## src/rtl/rv_enc_pkg.sv

```systemverilog
// Shared RV32IF encoding definitions: instruction formats, major opcodes and the
// legal format/opcode table used by both the encoder and the PE decoder.
package rv_enc_pkg;

    typedef enum logic [2:0] {
        FMT_R   = 3'd0,
        FMT_I   = 3'd1,
        FMT_S   = 3'd2,
        FMT_B   = 3'd3,
        FMT_U   = 3'd4,
        FMT_J   = 3'd5,
        FMT_R4  = 3'd6,
        FMT_RSV = 3'd7
    } fmt_e;

    localparam logic [6:0] OP_REG    = 7'b0110011;
    localparam logic [6:0] OP_FP     = 7'b1010011;
    localparam logic [6:0] OP_LOAD   = 7'b0000011;
    localparam logic [6:0] OP_IMM    = 7'b0010011;
    localparam logic [6:0] OP_JALR   = 7'b1100111;
    localparam logic [6:0] OP_FLW    = 7'b0000111;
    localparam logic [6:0] OP_STORE  = 7'b0100011;
    localparam logic [6:0] OP_FSW    = 7'b0100111;
    localparam logic [6:0] OP_BRANCH = 7'b1100011;
    localparam logic [6:0] OP_LUI    = 7'b0110111;
    localparam logic [6:0] OP_AUIPC  = 7'b0010111;
    localparam logic [6:0] OP_JAL    = 7'b1101111;
    localparam logic [6:0] OP_FMADD  = 7'b1000011;
    localparam logic [6:0] OP_FMSUB  = 7'b1000111;
    localparam logic [6:0] OP_FNMSUB = 7'b1001011;
    localparam logic [6:0] OP_FNMADD = 7'b1001111;

    function automatic logic is_legal_op(input fmt_e fmt, input logic [6:0] op);
        logic ok;
        ok = 1'b0;
        case (fmt)
            FMT_R:   ok = (op == OP_REG) || (op == OP_FP);
            FMT_I:   ok = (op == OP_LOAD) || (op == OP_IMM) || (op == OP_JALR) || (op == OP_FLW);
            FMT_S:   ok = (op == OP_STORE) || (op == OP_FSW);
            FMT_B:   ok = (op == OP_BRANCH);
            FMT_U:   ok = (op == OP_LUI) || (op == OP_AUIPC);
            FMT_J:   ok = (op == OP_JAL);
            FMT_R4:  ok = (op == OP_FMADD) || (op == OP_FMSUB) || (op == OP_FNMSUB) || (op == OP_FNMADD);
            default: ok = 1'b0;
        endcase
        return ok;
    endfunction

endpackage

```

## src/rtl/rv_instr_encoder_if.sv

```systemverilog
// Field-bundle input handshake and encoded-word output handshake of the encoder.
interface rv_instr_encoder_if #(parameter int ADDR_W = 8);
    logic              in_valid;
    logic              in_ready;
    logic [2:0]        in_fmt;
    logic [6:0]        in_op;
    logic [1:0]        in_funct2;
    logic [2:0]        in_funct3;
    logic [6:0]        in_funct7;
    logic [4:0]        in_rs1;
    logic [4:0]        in_rs2;
    logic [4:0]        in_rs3;
    logic [4:0]        in_rd;
    logic [11:0]       in_imm12;
    logic [19:0]       in_immhi;
    logic              out_valid;
    logic              out_ready;
    logic [31:0]       out_instr;
    logic [ADDR_W-1:0] out_addr;

    modport master (
        output in_valid, in_fmt, in_op, in_funct2, in_funct3, in_funct7,
               in_rs1, in_rs2, in_rs3, in_rd, in_imm12, in_immhi, out_ready,
        input  in_ready, out_valid, out_instr, out_addr
    );

    modport slave (
        input  in_valid, in_fmt, in_op, in_funct2, in_funct3, in_funct7,
               in_rs1, in_rs2, in_rs3, in_rd, in_imm12, in_immhi, out_ready,
        output in_ready, out_valid, out_instr, out_addr
    );
endinterface

```

## src/rtl/rv_instr_encoder_fifo2.sv

```systemverilog
// Two-entry FIFO with synchronous flush; head is the oldest entry, count is 0..2.
module enc_fifo2 #(
    parameter int W = 40
) (
    input  logic         clk,
    input  logic         rst,
    input  logic         flush,
    input  logic         push,
    input  logic         pop,
    input  logic [W-1:0] din,
    output logic [1:0]   count,
    output logic [W-1:0] head
);
    logic       wr_ptr_reg;
    logic       rd_ptr_reg;
    logic [1:0] count_reg;
    logic       push_ok;
    logic       pop_ok;

    assign push_ok = push && (count_reg != 2'd2) && !flush;
    assign pop_ok  = pop  && (count_reg != 2'd0) && !flush;

    for (genvar gi = 0; gi < 2; gi++) begin : g_row
        logic [W-1:0] row_reg;
        always_ff @(posedge clk) begin
            if (rst) begin
                row_reg <= '0;
            end else if (push_ok && (wr_ptr_reg == 1'(gi))) begin
                row_reg <= din;
            end
        end
    end

    always_ff @(posedge clk) begin
        if (rst || flush) begin
            wr_ptr_reg <= 1'b0;
            rd_ptr_reg <= 1'b0;
            count_reg  <= 2'd0;
        end else begin
            if (push_ok) wr_ptr_reg <= !wr_ptr_reg;
            if (pop_ok)  rd_ptr_reg <= !rd_ptr_reg;
            count_reg <= count_reg + {1'b0, push_ok} - {1'b0, pop_ok};
        end
    end

    assign count = count_reg;
    assign head  = rd_ptr_reg ? g_row[1].row_reg : g_row[0].row_reg;
endmodule

```

## src/rtl/rv_instr_encoder.sv

```systemverilog
// Packs decoded RV32IF fields into instruction words, rejects illegal format/opcode
// pairs, and queues legal words with sequential program addresses.
module rv_instr_encoder
    import rv_enc_pkg::*;
#(
    parameter int ADDR_W = 8,
    parameter int ERR_W  = 8
) (
    input  logic                clk,
    input  logic                rst,
    input  logic                prog_start,
    rv_instr_encoder_if.slave   bus,
    output logic                err,
    output logic [ERR_W-1:0]    err_count
);
    localparam int DW = 32 + ADDR_W;

    fmt_e              fmt;
    logic [31:0]       word;
    logic              legal;
    logic              accept;
    logic              push;
    logic              pop;
    logic [1:0]        count;
    logic [DW-1:0]     head;
    logic [ADDR_W-1:0] addr_cnt_reg;
    logic              err_reg;
    logic [ERR_W-1:0]  err_count_reg;

    assign fmt = fmt_e'(bus.in_fmt);

    // Field positions mirror the decoder exactly, so B keeps the raw imm order.
    always_comb begin
        word = 32'd0;
        case (fmt)
            FMT_R:        word = {bus.in_funct7, bus.in_rs2, bus.in_rs1, bus.in_funct3, bus.in_rd, bus.in_op};
            FMT_I:        word = {bus.in_imm12, bus.in_rs1, bus.in_funct3, bus.in_rd, bus.in_op};
            FMT_S, FMT_B: word = {bus.in_imm12[11:5], bus.in_rs2, bus.in_rs1, bus.in_funct3,
                                  bus.in_imm12[4:0], bus.in_op};
            FMT_U, FMT_J: word = {bus.in_immhi, bus.in_rd, bus.in_op};
            FMT_R4:       word = {bus.in_rs3, bus.in_funct2, bus.in_rs2, bus.in_rs1, bus.in_funct3,
                                  bus.in_rd, bus.in_op};
            default:      word = 32'd0;
        endcase
    end

    assign legal        = is_legal_op(fmt, bus.in_op);
    assign bus.in_ready = (count < 2'd2) && !prog_start;
    assign accept       = bus.in_valid && bus.in_ready;
    assign push         = accept && legal;
    assign pop          = bus.out_valid && bus.out_ready;

    always_ff @(posedge clk) begin
        if (rst) begin
            addr_cnt_reg  <= '0;
            err_reg       <= 1'b0;
            err_count_reg <= '0;
        end else begin
            if (prog_start) begin
                addr_cnt_reg <= '0;
            end else if (push) begin
                addr_cnt_reg <= addr_cnt_reg + 1'b1;
            end
            err_reg <= accept && !legal;
            if (accept && !legal && (err_count_reg != '1)) begin
                err_count_reg <= err_count_reg + 1'b1;
            end
        end
    end

    enc_fifo2 #(.W(DW)) u_fifo (
        .clk   (clk),
        .rst   (rst),
        .flush (prog_start),
        .push  (push),
        .pop   (pop),
        .din   ({word, addr_cnt_reg}),
        .count (count),
        .head  (head)
    );

    assign bus.out_valid = (count != 2'd0);
    assign bus.out_instr = head[DW-1:ADDR_W];
    assign bus.out_addr  = head[ADDR_W-1:0];
    assign err           = err_reg;
    assign err_count     = err_count_reg;
endmodule

```

## src/flat_wrapper.sv

```systemverilog
// flat-port wrapper written by rule: the top's interface ports become plain ports
module rv_instr_encoder_flat import rv_enc_pkg::*;
#(
    parameter int ADDR_W = 8,
    parameter int ERR_W  = 8
)
  (clk, rst, prog_start, err, err_count, bus_in_valid, bus_in_fmt, bus_in_op, bus_in_funct2, bus_in_funct3, bus_in_funct7, bus_in_rs1, bus_in_rs2, bus_in_rs3, bus_in_rd, bus_in_imm12, bus_in_immhi, bus_out_ready, bus_in_ready, bus_out_valid, bus_out_instr, bus_out_addr);
  rv_instr_encoder_if #(.ADDR_W(ADDR_W)) bus_i ();
  input  logic clk;
  input  logic rst;
  input  logic prog_start;
  output logic err;
  output logic [ERR_W-1:0] err_count;
  input wire logic [$bits(bus_i.in_valid)-1:0] bus_in_valid;
  input wire logic [$bits(bus_i.in_fmt)-1:0] bus_in_fmt;
  input wire logic [$bits(bus_i.in_op)-1:0] bus_in_op;
  input wire logic [$bits(bus_i.in_funct2)-1:0] bus_in_funct2;
  input wire logic [$bits(bus_i.in_funct3)-1:0] bus_in_funct3;
  input wire logic [$bits(bus_i.in_funct7)-1:0] bus_in_funct7;
  input wire logic [$bits(bus_i.in_rs1)-1:0] bus_in_rs1;
  input wire logic [$bits(bus_i.in_rs2)-1:0] bus_in_rs2;
  input wire logic [$bits(bus_i.in_rs3)-1:0] bus_in_rs3;
  input wire logic [$bits(bus_i.in_rd)-1:0] bus_in_rd;
  input wire logic [$bits(bus_i.in_imm12)-1:0] bus_in_imm12;
  input wire logic [$bits(bus_i.in_immhi)-1:0] bus_in_immhi;
  input wire logic [$bits(bus_i.out_ready)-1:0] bus_out_ready;
  output wire logic [$bits(bus_i.in_ready)-1:0] bus_in_ready;
  output wire logic [$bits(bus_i.out_valid)-1:0] bus_out_valid;
  output wire logic [$bits(bus_i.out_instr)-1:0] bus_out_instr;
  output wire logic [$bits(bus_i.out_addr)-1:0] bus_out_addr;
  assign bus_i.in_valid = bus_in_valid;
  assign bus_i.in_fmt = bus_in_fmt;
  assign bus_i.in_op = bus_in_op;
  assign bus_i.in_funct2 = bus_in_funct2;
  assign bus_i.in_funct3 = bus_in_funct3;
  assign bus_i.in_funct7 = bus_in_funct7;
  assign bus_i.in_rs1 = bus_in_rs1;
  assign bus_i.in_rs2 = bus_in_rs2;
  assign bus_i.in_rs3 = bus_in_rs3;
  assign bus_i.in_rd = bus_in_rd;
  assign bus_i.in_imm12 = bus_in_imm12;
  assign bus_i.in_immhi = bus_in_immhi;
  assign bus_i.out_ready = bus_out_ready;
  assign bus_in_ready = bus_i.in_ready;
  assign bus_out_valid = bus_i.out_valid;
  assign bus_out_instr = bus_i.out_instr;
  assign bus_out_addr = bus_i.out_addr;
  rv_instr_encoder #(.ADDR_W(ADDR_W), .ERR_W(ERR_W)) u_core (.clk(clk), .rst(rst), .prog_start(prog_start), .bus(bus_i), .err(err), .err_count(err_count));
endmodule
```

## config.mk

```make
export PLATFORM = sky130hd
export DESIGN_NAME = rv_instr_encoder_flat
export DESIGN_NICKNAME = d
export VERILOG_FILES = /design/src/rtl/rv_enc_pkg.sv /design/src/rtl/rv_instr_encoder_if.sv /design/src/rtl/rv_instr_encoder_fifo2.sv /design/src/rtl/rv_instr_encoder.sv /design/src/flat_wrapper.sv
export SDC_FILE = /design/constraint.sdc
export NUM_CORES = 1
export LEC_CHECK = 0
export ABC_AREA = 1
export CORE_MARGIN = 2
export CORE_UTILIZATION = 55
export DETAILED_ROUTE_END_ITERATION = 8
export DONT_BUFFER_PORTS = 1
export GPL_TIMING_DRIVEN = 0
export PLACE_DENSITY = 0.82
export SLEW_MARGIN = 30
export SYNTH_ARGS = -nofsm -noshare
export SYNTH_HDL_FRONTEND = slang
export SYNTH_SLANG_ARGS = --single-unit
```

## constraint.sdc

```tcl
create_clock -name clk -period 2.8 [get_ports clk]
set_input_delay 0.56 -clock clk [delete_from_list [all_inputs] [get_ports clk]]
set_output_delay 0.56 -clock clk [all_outputs]
set_load 0.01 [all_outputs]
```

==> metrics.yaml <==
run_status:
  status: "complete, no violations"
worst_setup_path:
  startpoint: "bus_in_fmt[1]"
  cp-end-kind: "flip-flop"
  critPathArrivalTime_ns: 2.82
  crit_chain: "inv_2 -> nand2_1 -> nor2_1 -> nand3_1 -> nand3_1 -> nor2_2 -> nand2_2 -> nand2_1 -> buf_2 -> ha_1 -> inv_1 -> ha_1 -> xnor2_1 -> or2_2 -> a21oi_1"
  crit_fanout: 10
  start_kind: "input pin"
  r2r_start: "u_core.u_fifo.count[1]"
  crit_required_ns: 3.12
  worstSetupPathType: "in -> reg"
  slowest_stage: "ha_1"
  critPathMaxStageDelay_ns: 0.30
  crit_buf_inv: 3
  path_delay_family: "simple AND/OR/NAND/NOR gates"
cells_and_area:
  multi_input_area_um2: 2816
  design_area_um2: 6053
  largest_reg_flops: 80
  area_growth_pct: 6.494
  diodes: 0
  layout.nets: 1042
  register_area_um2: 2022
  drive_above_1_share: 0.04876
  fillers: 997
  utilization: 0.5943
  final_cells: 1100
drt:
  vias_per_cell: 5.145
  routed_wl_um: 15260
  ant_nets: 0
  routed-via-count: 5660
  drtIter0Drc: 434
  wl_per_cell_um: 13.87
  drc: 0
  first_pass_iters: 5
clock_tree:
  cts_max_path_buffers: 2
  path_clk_slew_ns: 0.11
  cts-resized-gates: 0
  cts_made_buffers: 9
  clk_latency_ns: 0.38
  tritoncts: "yes"
  holdBufCountCts: 0
  htree_levels: 3
  cts.sinks: 101
  cts_setup_buffers: 0
  cts_root_buf: "clkbuf_8"
sta:
  min_period_ns: 2.503
  slew_viol_final: 0
  skew_ns: 0.01008
  worstMarginPinSlew_ns: 0.5747
  fmax_mhz: 399.6
  grt_setup_unrepaired: "false"
  setup_viol: 0
  hold_violations: 0
  worst_hold_slack_ns: 0.2436
  maxSlewHeadroom: 0.6128
  period_share: 0.8938
synthesis:
  seq_area_frac_synth: 0.3557
  yosysTopAreaCell: "dfxtp_1"
  avgSynthCellArea_um2: 5.996
  synth_common_cells: "289 x nand2_1, 156 x inv_1, 147 x nor2_1, 101 x dfxtp_1, 51 x o21ai_0"
  synthTopCellsByArea: "dfxtp_1 36%, nand2_1 19%, inv_1 10%, nor2_1 9.7%, nand4_1 4.7%"
  synth-edff-count: 0
  synth_top_area_share: 0.3557
  ys_types: 25
  yosysMostFrequentCell: "nand2_1"
  synth.ff_latch_count: 101
  synth_area_um2: 5684
  yosys_most_used_dff: "dfxtp_1"
  async_flop_share: 0
  synth_fp_nets: 1031
  syn_inst: 948
  yosysWarnings: 0
global_route:
  grt_pass1_vias: 5129
  grt_first_pass_wirelength_um: 24900
  grt_usage: 0.2781
  grt_overflow: 0
  antenna_found_initial: 0
  grt_max_degree: 18
floorplan:
  rows: 37
  pin_count: 130
  die-area_um2: 11160
  core_area_um2: 10180
  initial_core_util: 0.5581
  die_w_um: 105.7
  fp.dieH_um: 105.7
placement:
  dpl-instance-area_um2: 5854
  routabilityCongestion: 0.9126
  port_buffers: 0
  place_hpwl_um: 11040
  dp_cells: 1084
power_and_ir_drop:
  ir_worst_vdd_mv: 0.2145
  p_per_area_nw_per_um2: 434.7
  finalPower_mw: 2.632
  p_leak_nw: 3.021
worst_hold_path:
  hp-class: "in -> reg"
  hp-start: "rst"
job:
  cap_violations: 0
-- through the flow --
| stage | setup WS [ns] | TNS (ns) |
|---|---|---|
| 2_1_floorplan | 0.2434 | 0 |
| 3_3_place_gp | -0.04789 | -0.04789 |
| 3_5_place_dp | -0.08687 | -0.08687 |
| 4_1_cts | 0.3078 | 0 |
| 5_1_grt | 0.02567 | 0 |
| 6_report | 0.2972 | 0 |
-- logic make-up (layout without fill, tap and decap cells) --
logic type,count (synthesis),count (layout),share of synthesized area
buf+inv,209,225,0.1488
compound gates,91,91,0.08100
flops,101,101,0.3557
xor+xnor,13,13,0.02003
simple gates,530,530,0.3856
fa+ha+maj,4,4,0.008805
-- routing by layer --
metal | global-route usage | share of wire | up-vias | wire, µm
li1 | - | - | 2904 | -
met1 | 0.3675 | 0.44 | 2528 | 6724
met2 | 0.4516 | 0.45 | 199 | 6941
met3 | 0.05813 | 0.081 | 29 | 1230
met4 | 0.09586 | 0.024 | 0 | 359
met5 | 0 | 0 | - | 0
-- path summary, 6_finish.rpt --
kind,cells past startpoint,endpoint,slack [ns]
worst min-delay path,1,u_core.err,0.24
worst min register to register,2,u_core.u_fifo.g_row[1].row_reg[9],0.46
worst max-delay path,15,u_core.u_fifo.count[1],0.30
worst max register to register,11,u_core.u_fifo.count[1],0.54
-- final cells by class --
class,count,share of cell area
Inverter,160,0.09963
Buffer,49,0.04010
Clock buffer,10,0.02108
Sequential cell,101,0.3340
Clock inverter,6,0.01178
Multi-Input combinational cell,638,0.4653
Tap cell,136,0.02811
-- cells in the final DEF, fill, tap and decap left out --
cell type / count
nor2_1: 147
nand2_1: 289
buf_6: 5
buf_1: 3
clkinv_4: 1
xor2_1: 9
clkinv_2: 1
inv_6: 1
clkinvlp_4: 1
o21ai_0: 51
nand3_2: 2
o22ai_1: 4
buf_2: 14
inv_2: 3
nand4_1: 43
inv_1: 156
or2_2: 2
nand3_1: 38
clkbuf_8: 9
xnor2_1: 4
a21oi_1: 36
inv_4: 1
inv_8: 1
nand2_2: 1
nor2_2: 2
buf_4: 1
nor2_8: 1
ha_1: 4
bufinv_16: 1
clkbuf_1: 27
dfxtp_1: 101
nor3_1: 5
-- power breakdown --
| part | internal [mW] | total [mW] | switching, mW |
|---|---|---|---|
| Clock | 0.424 | 0.969 | 0.545 |
| Sequential | 1.44 | 1.45 | 0.00441 |
| Combinational | 0.0557 | 0.216 | 0.161 |
-- worst register-to-register path, stage by stage (launching register included) --
cell and delay (ns):
dfxtp_1 0.35, nor2_1 0.22, nand2_1 0.15, inv_1 0.16
nand2_1 0.10, buf_2 0.20, ha_1 0.30, inv_1 0.04
ha_1 0.17, xnor2_1 0.13, or2_2 0.27, a21oi_1 0.11
No activity file was read; power rests on OpenSTA's default activity.
